### config.mk
export PLATFORM = sky130hd
export DESIGN_NAME = binary_gray_converter_arbiter
export DESIGN_NICKNAME = d
export VERILOG_FILES = /design/src/rtl/binary_gray_pkg.sv /design/src/rtl/binary_gray_convert_core.sv /design/src/rtl/binary_gray_converter_arbiter.sv
export SDC_FILE = /design/constraint.sdc
export NUM_CORES = 1
export LEC_CHECK = 0
export ABC_AREA = 1
export CAP_MARGIN = 20
export CORE_ASPECT_RATIO = 1.75
export CORE_UTILIZATION = 35
export CTS_CLUSTER_DIAMETER = 150
export DETAILED_ROUTE_END_ITERATION = 8
export SYNTH_ARGS = -nofsm -noshare
export SYNTH_HDL_FRONTEND = slang
export SYNTH_HIERARCHICAL = 1
export SYNTH_SLANG_ARGS = --single-unit
export TNS_END_PERCENT = 5
### constraint.sdc
create_clock -name Clock_In -period 4.6 [get_ports Clock_In]
set_input_delay 0.92 -clock Clock_In [delete_from_list [all_inputs] [get_ports Clock_In]]
set_output_delay 0.92 -clock Clock_In [all_outputs]
set_load 0.01 [all_outputs]
### src/rtl/binary_gray_pkg.sv
// Shared types and constants for the time-shared binary/Gray conversion block.
package binary_gray_pkg;

  typedef enum logic [1:0] {
    IDLE    = 2'd0,
    CONVERT = 2'd1,
    HOLD    = 2'd2
  } state_t;

  localparam logic MODE_BIN2GRAY = 1'b0;
  localparam logic MODE_GRAY2BIN = 1'b1;

endpackage

### src/rtl/binary_gray_convert_core.sv
// Purely combinational binary<->Gray converter; direction chosen by mode.
module binary_gray_convert_core
  import binary_gray_pkg::*;
#(
  parameter int DATA_WIDTH = 32
) (
  input  logic [DATA_WIDTH-1:0] data,
  input  logic                  mode,
  output logic [DATA_WIDTH-1:0] result
);

  logic [DATA_WIDTH-1:0] to_gray;
  logic [DATA_WIDTH-1:0] to_bin;

  assign to_gray = data ^ (data >> 1);

  // Each binary bit is the XOR of all Gray bits at or above it; written as a
  // reduction per bit so no bit depends on another output bit.
  always_comb begin
    to_bin = '0;
    for (int unsigned k = 0; k < unsigned'(DATA_WIDTH); k++) begin
      to_bin[k] = ^(data >> k);
    end
  end

  assign result = (mode == MODE_GRAY2BIN) ? to_bin : to_gray;

endmodule

### src/rtl/binary_gray_converter_arbiter.sv
// Round-robin arbitrated binary/Gray converter shared by NUM_REQ requesters,
// with capture -> convert -> held response sequencing.
module binary_gray_converter_arbiter
  import binary_gray_pkg::*;
#(
  parameter  int NUM_REQ    = 4,
  parameter  int DATA_WIDTH = 32,
  localparam int ID_WIDTH   = $clog2(NUM_REQ)
) (
  input  logic                          Clock_In,
  input  logic                          Reset_In,
  input  logic [NUM_REQ-1:0]            Req_Valid_In,
  output logic [NUM_REQ-1:0]            Req_Ready_Out,
  input  logic [NUM_REQ*DATA_WIDTH-1:0] Req_Data_In,
  input  logic [NUM_REQ-1:0]            Req_Mode_In,
  output logic                          Resp_Valid_Out,
  input  logic                          Resp_Ready_In,
  output logic [DATA_WIDTH-1:0]         Resp_Data_Out,
  output logic [ID_WIDTH-1:0]           Resp_Id_Out,
  output logic                          Resp_Mode_Out,
  output logic                          Busy_Out
);

  state_t state_q, state_d;

  logic [ID_WIDTH-1:0]   last_grant_q;
  logic [ID_WIDTH-1:0]   grant_idx;
  logic [ID_WIDTH-1:0]   cand;
  logic                  grant_valid;
  logic                  req_handshake;

  logic [DATA_WIDTH-1:0] in_data_q;
  logic                  in_mode_q;
  logic [ID_WIDTH-1:0]   in_id_q;
  logic [DATA_WIDTH-1:0] conv_result;

  logic [DATA_WIDTH-1:0] out_data_q;
  logic [ID_WIDTH-1:0]   out_id_q;
  logic                  out_mode_q;

  // Rotating priority: scan last_grant+1 .. last_grant+NUM_REQ (mod NUM_REQ),
  // so the most recently served requester is considered last.
  always_comb begin
    grant_valid = 1'b0;
    grant_idx   = '0;
    cand        = '0;
    for (int unsigned i = 1; i <= unsigned'(NUM_REQ); i++) begin
      cand = ID_WIDTH'((32'(last_grant_q) + i) % unsigned'(NUM_REQ));
      if (!grant_valid && Req_Valid_In[cand]) begin
        grant_valid = 1'b1;
        grant_idx   = cand;
      end
    end
  end

  assign req_handshake = (state_q == IDLE) && grant_valid;

  always_comb begin
    Req_Ready_Out = '0;
    if (req_handshake) begin
      Req_Ready_Out[grant_idx] = 1'b1;
    end
  end

  always_comb begin
    state_d = state_q;
    case (state_q)
      IDLE:    if (req_handshake) state_d = CONVERT;
      CONVERT: state_d = HOLD;
      HOLD:    if (Resp_Ready_In) state_d = IDLE;
      default: state_d = IDLE;
    endcase
  end

  binary_gray_convert_core #(
    .DATA_WIDTH(DATA_WIDTH)
  ) u_core (
    .data  (in_data_q),
    .mode  (in_mode_q),
    .result(conv_result)
  );

  always_ff @(posedge Clock_In) begin
    if (Reset_In) begin
      state_q      <= IDLE;
      last_grant_q <= ID_WIDTH'(NUM_REQ - 1);
      in_data_q    <= '0;
      in_mode_q    <= MODE_BIN2GRAY;
      in_id_q      <= '0;
      out_data_q   <= '0;
      out_id_q     <= '0;
      out_mode_q   <= MODE_BIN2GRAY;
    end else begin
      state_q <= state_d;
      if (req_handshake) begin
        last_grant_q <= grant_idx;
        in_data_q    <= Req_Data_In[grant_idx*DATA_WIDTH +: DATA_WIDTH];
        in_mode_q    <= Req_Mode_In[grant_idx];
        in_id_q      <= grant_idx;
      end
      if (state_q == CONVERT) begin
        out_data_q <= conv_result;
        out_id_q   <= in_id_q;
        out_mode_q <= in_mode_q;
      end
    end
  end

  assign Resp_Valid_Out = (state_q == HOLD);
  assign Resp_Data_Out  = out_data_q;
  assign Resp_Id_Out    = out_id_q;
  assign Resp_Mode_Out  = out_mode_q;
  assign Busy_Out       = (state_q != IDLE);

endmodule

Word level (Yosys, flattened, before mapping)
Cells that the tools add are included.
Widths: inputs -> output; s select.
{ "totals": {"wordCells": 92, "reg_bits": 74, "in_bits": 139, "out_inout_bits": 41} }
{ "op_classes": {"n_bitwise": 1, "eq_ne": 4, "n_mux": 25, "add_sub_neg": 4, "n_reduce_logical": 43, "n_shift": 1, "n_lt_le_gt_ge": 6} }
{ "op_table": {"columns": ["cell", "n"], "rows": [
  ["$reduce_xor 32->1", 32],
  ["$shiftx 128x8->32", 1],
  ["$mux 32", 1],
  ["$xor 32x31->32", 1],
  ["$lt 2x3->1 const B", 5],
  ["$mux 2", 6],
  ["$bmux 1 s2", 5],
  ["$mux 1", 10],
  ["$pmux 2 s3", 1],
  ["$logic_and 1x1->1", 5],
  ["$add 2x1->2 const B", 2],
  ["$add 2x2->2 const B", 2],
  ["$mux 4", 1],
  ["$logic_not 1->1", 3],
  ["$demux 1 s2", 1],
  ["$eq 2x1->1 const B", 1],
  ["$eq 2x2->1 const B", 1],
  ["$ge 2x1->1 const B", 1],
  ["$logic_not 2->1", 1],
  ["$ne 2x1->1 const B", 1],
  ["$ne 2x2->1 const B", 1],
  ["$reduce_and 2->1", 1],
  ["$reduce_bool 2->1", 1]
]} }

Longest topological paths before layout
{ "logic_depth": {"word_depth": 18, "ltp_mapped": 17, "depth_no_buf": 16} }

Hierarchy
Netlist, hierarchy kept.
{ "modules_own_cells": {"columns": ["mod", "cells_per_inst", "area_each_um2", "instances", "seq_area_each_um2"], "rows": [
  ["binary_gray_converter_arbiter", 739, 4376.7, 1, 1481.4],
  ["binary_gray_convert_core", 706, 2795.2, 1, 0.0]
]} }

Worst setup path after synthesis
OpenSTA, ideal clock, no wires.
{ "synth_timing": {"kind": "input port to output port", "startpoint": "input port Req_Valid_In[3]", "endpoint": "output port Req_Ready_Out[0]", "t_required_ps": 3680, "n_path_buf": 1, "path_slack_ps": 1548, "arrival_ps": 2132, "path_stages": 12, "cell_sequence": "nand2_1 > nand2_1 > nand2_1 > inv_1 > nor2_1 > nand3_4 > nand3_4 > inv_2 > buf_2 > nor2_1 > inv_1 > nor2_1"} }
{ "synth_between": {"elab_chain_cells": 17, "word_cells_on_any_way": 29, "cone_classes": "2 x order compare; 19 x mux; 8 x reduce/logical"} }
{ "synth_lines": {"columns": ["element", "line_no", "source"], "rows": [
  ["from (decl)", "binary_gray_converter_arbiter.sv:12", "input logic [NUM_REQ-1:0] Req_Valid_In,"],
  ["$bmux 1 s2", "binary_gray_converter_arbiter.sv:49", "if (!grant_valid && Req_Valid_In[cand]) begin"],
  ["$mux 1 (not written as such)", "binary_gray_converter_arbiter.sv:49", null],
  ["$mux 1", "binary_gray_converter_arbiter.sv:49", null],
  ["$logic_not 1->1", "binary_gray_converter_arbiter.sv:49", null],
  ["$logic_and 1x1->1", "binary_gray_converter_arbiter.sv:49", null],
  ["$mux 1", "binary_gray_converter_arbiter.sv:49", null],
  ["$logic_not 1->1", "binary_gray_converter_arbiter.sv:49", null],
  ["$logic_and 1x1->1", "binary_gray_converter_arbiter.sv:49", null],
  ["$mux 1", "binary_gray_converter_arbiter.sv:49", null],
  ["$logic_not 1->1", "binary_gray_converter_arbiter.sv:49", null],
  ["$logic_and 1x1->1", "binary_gray_converter_arbiter.sv:49", null],
  ["$mux 2", "binary_gray_converter_arbiter.sv:49", null],
  ["$lt 2x3->1 (not written as such) / $ge 2x1->1 (equally long branches)", "binary_gray_converter_arbiter.sv:61", "Req_Ready_Out[grant_idx] = 1'b1;"],
  ["$logic_and 1x1->1 (not written as such)", "binary_gray_converter_arbiter.sv:61", null],
  ["$mux 1 (not written as such)", "binary_gray_converter_arbiter.sv:61", null],
  ["$demux 1 s2", "binary_gray_converter_arbiter.sv:61", null],
  ["$mux 4 (*)", "binary_gray_converter_arbiter.sv:60", "if (req_handshake) begin"],
  ["to (decl)", "binary_gray_converter_arbiter.sv:13", "output logic [NUM_REQ-1:0] Req_Ready_Out,"]
]} }
Every way passes the cells marked *; elsewhere a longest branch is shown, timed or not. The select of a mux whose other input is x is not followed.

Worst setup path after layout
{ "layout_timing": {"startpoint": "input port Req_Valid_In[0]", "endpoint": "output port Req_Ready_Out[1]"} }
The elaborated chain is that of the path after synthesis.

==> flow_summary_export.csv <==
group,metric,value,unit
global_routing,grt_pass1_wl,38500,microns
place,dp_hpwl,19100,microns
finish,multi_input_area,4790,sq um
critical_path,critPathCaptureType,"output port",
logic_synthesis,number_of_library_cell_types_mapped_by_synthesis,31,
logic_synthesis,synthDominantCellAreaShare,39.5,%
timing,fin_skew,6.54,ps
place,placement.cell_area,9060,sq um
logic_synthesis,syn_area_cell,4.96,sq um
timing,setup-violations-final,0,
min_path,worst_hold_path_type,"register to register",
die,die_h,191,microns
finish,sequential_cell_area,1480,sq um
clock_tree,h_tree_level_count,3,
finish,area_growth,31.1,%
timing,report.final.slew_viol_count,0,
critical_path,worstPathArrival,3220,ps
global_routing,grt_antenna_before_repair,1,
clock_tree,resized_after_cts,0,
critical_path,setup.reg_to_reg.worst_slack,2090,ps
logic_synthesis,mappedNetlistArea,7170,sq um
clock_tree,clk_latency,350,ps
power,peakVddDrop,1110,uV
power,total_power,8.46,mW
route,detail_route.first_pass.iterations,5,
power,share_comb_of_total_power,77.1,%
finish,final_cell_mix,"754 x nand2_1, 186 x nor2_1, 179 x clkdlybuf4s50_1",
timing,timing.final.crit_share,90.0,%
run_status,outcome,"completed",
power,internal_power,3.52,mW
global_routing,grt_overflow,0,
logic_synthesis,synth.top_cells.by_area,"nand2_1 39%, dfxtp_1 21%, nor2_1 9.7%, inv_1 7.3%, nand3_1 5.5%",
power,power_switching_share,58.4,%
die,floorplan.die.width,110,microns
route,viasPerCell,4.69,
logic_synthesis,synth.yosys.seq_area_share,20.7,%
route,route.layer.met1.wl,9040,microns
global_routing,groute.usage.overall,23.5,%
clock_tree,cts_tree,"yes",
route,post_dr_wirelength_cell,12.8,microns
clock_tree,holdBufCountCts,0,
die,design.die.area,21100,sq um
logic_synthesis,postSynthCellCount,1445,
finish,filler_cell_count,2286,
route,detail_route.wirelength,23700,microns
route,highest_layer,"met4",
route,vias,8679,
power,sequential_power_share,14.4,%
route,met3_wirelength,916,microns
power,p_sw,4.95,mW
route,detailroute.wirelength.met2,12500,microns
clock_tree,ctsLongestPathBuffers,2,
critical_path,worst-endpoint-required,3680,ps
clock_tree,clk_pin_slew,60,ps
logic_synthesis,yosys.area.top_type,"nand2_1",
timing,final_period_minus_worst_setup_slack,4140,ps
critical_path,critPathMaxFanout,33,
place,routabilityCongestion,0.925,
job,maxCapViolations,0,
clock_tree,cts_inserted_buffers,9,
finish,layout-drive-gt1-share,4.87,%
logic_synthesis,ys_seq_elements,74,
die,fp.coreArea,19900,sq um
critical_path,setup.worst_path.class,"input port to output port",
power,cellLeakagePower,5.17,nW
clock_tree,post_cts_buffers,0,
place,portBuffers,179,
global_routing,vias_in_the_first_global_route,8085,
clock_tree,root_buffer,"clkbuf_16",
timing,max-slew-margin-rel,42.2,%
timing,finalHoldViolations,0,
route,drc,0,
timing,max_slew.worst_pin.slew,866,ps
die,num_rows,68,
power,p_clk_share,8.5,%
route,detailedRoute.firstIterationViolations,363,
clock_tree,cts_sinks,74,
power,power-per-cell-area,900,nW/um^2
die,initial_core_util,36.0,%
timing,timing.setup.tns,0,ps
logic_synthesis,synth.net_count,1584,
logic_synthesis,synth_warnings,6,
finish,stdcell_area,9400,sq um
finish,most_common_cell_after_layout_fill_and_taps_aside,"nand2_1",
timing,setup_repair_after_global_routing_missed_its_margin,"false",
die,i_o_pin_count,180,
timing,fmaxAchievable,241,MHz
critical_path,setup.worst_path.start_class,"input port",
route,ant_nets,0,
finish,nets_final,1737,
global_routing,maximum_number_of_pins_on_one_net_before_global_route_repair,67,
metrics by stage:
stage          util [%]  setup WS (ps)  cells  hold slack (ps)
6_report           47.2            459   1849              475
3_5_place_dp       45.5            452   1831              470
5_1_grt            47.2            200   1849              500
2_1_floorplan         -           1550   1445              441
3_3_place_gp       45.5            464   1831              462
4_1_cts            47.1            438   1847              481
worst paths after layout:
check / cells past startpoint / to / from
max reg2reg: 14 / in_data_q[23] / last_grant_q[0]
min reg2reg: 2 / in_id_q[1] / in_id_q[1]
min: 2 / in_id_q[1] / in_id_q[1]
max: 13 / Req_Ready_Out[1] / Req_Valid_In[0]
sequential cells by signal, indices dropped and copies added (netlist names):
| signal | cells |
|---|---|
| Resp_Data_Out | 32 |
| in_id_q | 2 |
| state_q | 2 |
| in_data_q | 32 |
| Resp_Id_Out | 2 |
| last_grant_q | 2 |
| in_mode_q | 1 |
| Resp_Mode_Out | 1 |
cells by family after synthesis:
group	count (synthesis)	share of synthesized area [%]
flip-flops	74	20.7
AO/OA/AOI/OAI	78	5.57
AND/OR/NAND/NOR	1082	60.8
buffers and inverters	209	12.6
XOR/XNOR	2	0.349
Yosys cell counts:
master	count
a21oi_1	3
a31oi_1	1
buf_1	1
buf_2	12
buf_4	6
buf_6	8
clkbuf_1	22
clkbuf_4	1
clkbuf_8	1
clkinv_1	1
dfxtp_1	74
dlygate4sd1_1	1
inv_1	139
inv_2	16
inv_4	1
nand2_1	754
nand2_2	21
nand2_4	2
nand3_1	79
nand3_2	2
nand3_4	2
nand4_1	34
nor2_1	186
nor2_2	1
nor2_4	1
o211ai_1	2
o21a_1	1
o21ai_0	54
o21ai_1	17
xnor2_1	1
xor2_2	1
cell type report:
class / instances / area share [%]
multi-input cells: 1162 / 50.9
repair buffers: 194 / 20.5
flip-flops and latches: 74 / 15.8
inverters: 157 / 6.30
well taps: 245 / 3.26
clock buffers: 10 / 2.54
clock inverters: 6 / 0.706
diodes: 1 / 0.0266
worst max-delay path, stage by stage:
cell and delay, ps:
clkdlybuf4s50_1 490, nand2_1 60, nand2_1 120, nand2_1 70, nand2_1 120, nand2_1 110, nand3_2 100, nand3_4 90
inv_2 60, buf_4 300, nand2_1 130, nor2_1 100, clkdlybuf4s50_1 560
power by group through the flow:
stage | clock network (mW) | registers (mW) | logic (mW)
2_1_floorplan | 0 | 1.18 | 4.89
3_3_place_gp | 0 | 1.23 | 6.46
3_5_place_dp | 0 | 1.24 | 6.54
4_1_cts | 0.745 | 1.22 | 6.56
5_1_grt | 0.772 | 1.27 | 7.48
6_report | 0.720 | 1.22 | 6.53
per-layer routing:
| metal | vias to the layer above | GRT usage, % |
|---|---|---|
| met5 | - | 0 |
| met4 | 0 | 14.1 |
| met3 | 53 | 3.31 |
| met2 | 214 | 43.6 |
| met1 | 3726 | 24.3 |
| li1 | 4686 | - |
Power figures use the tool's default switching activity.
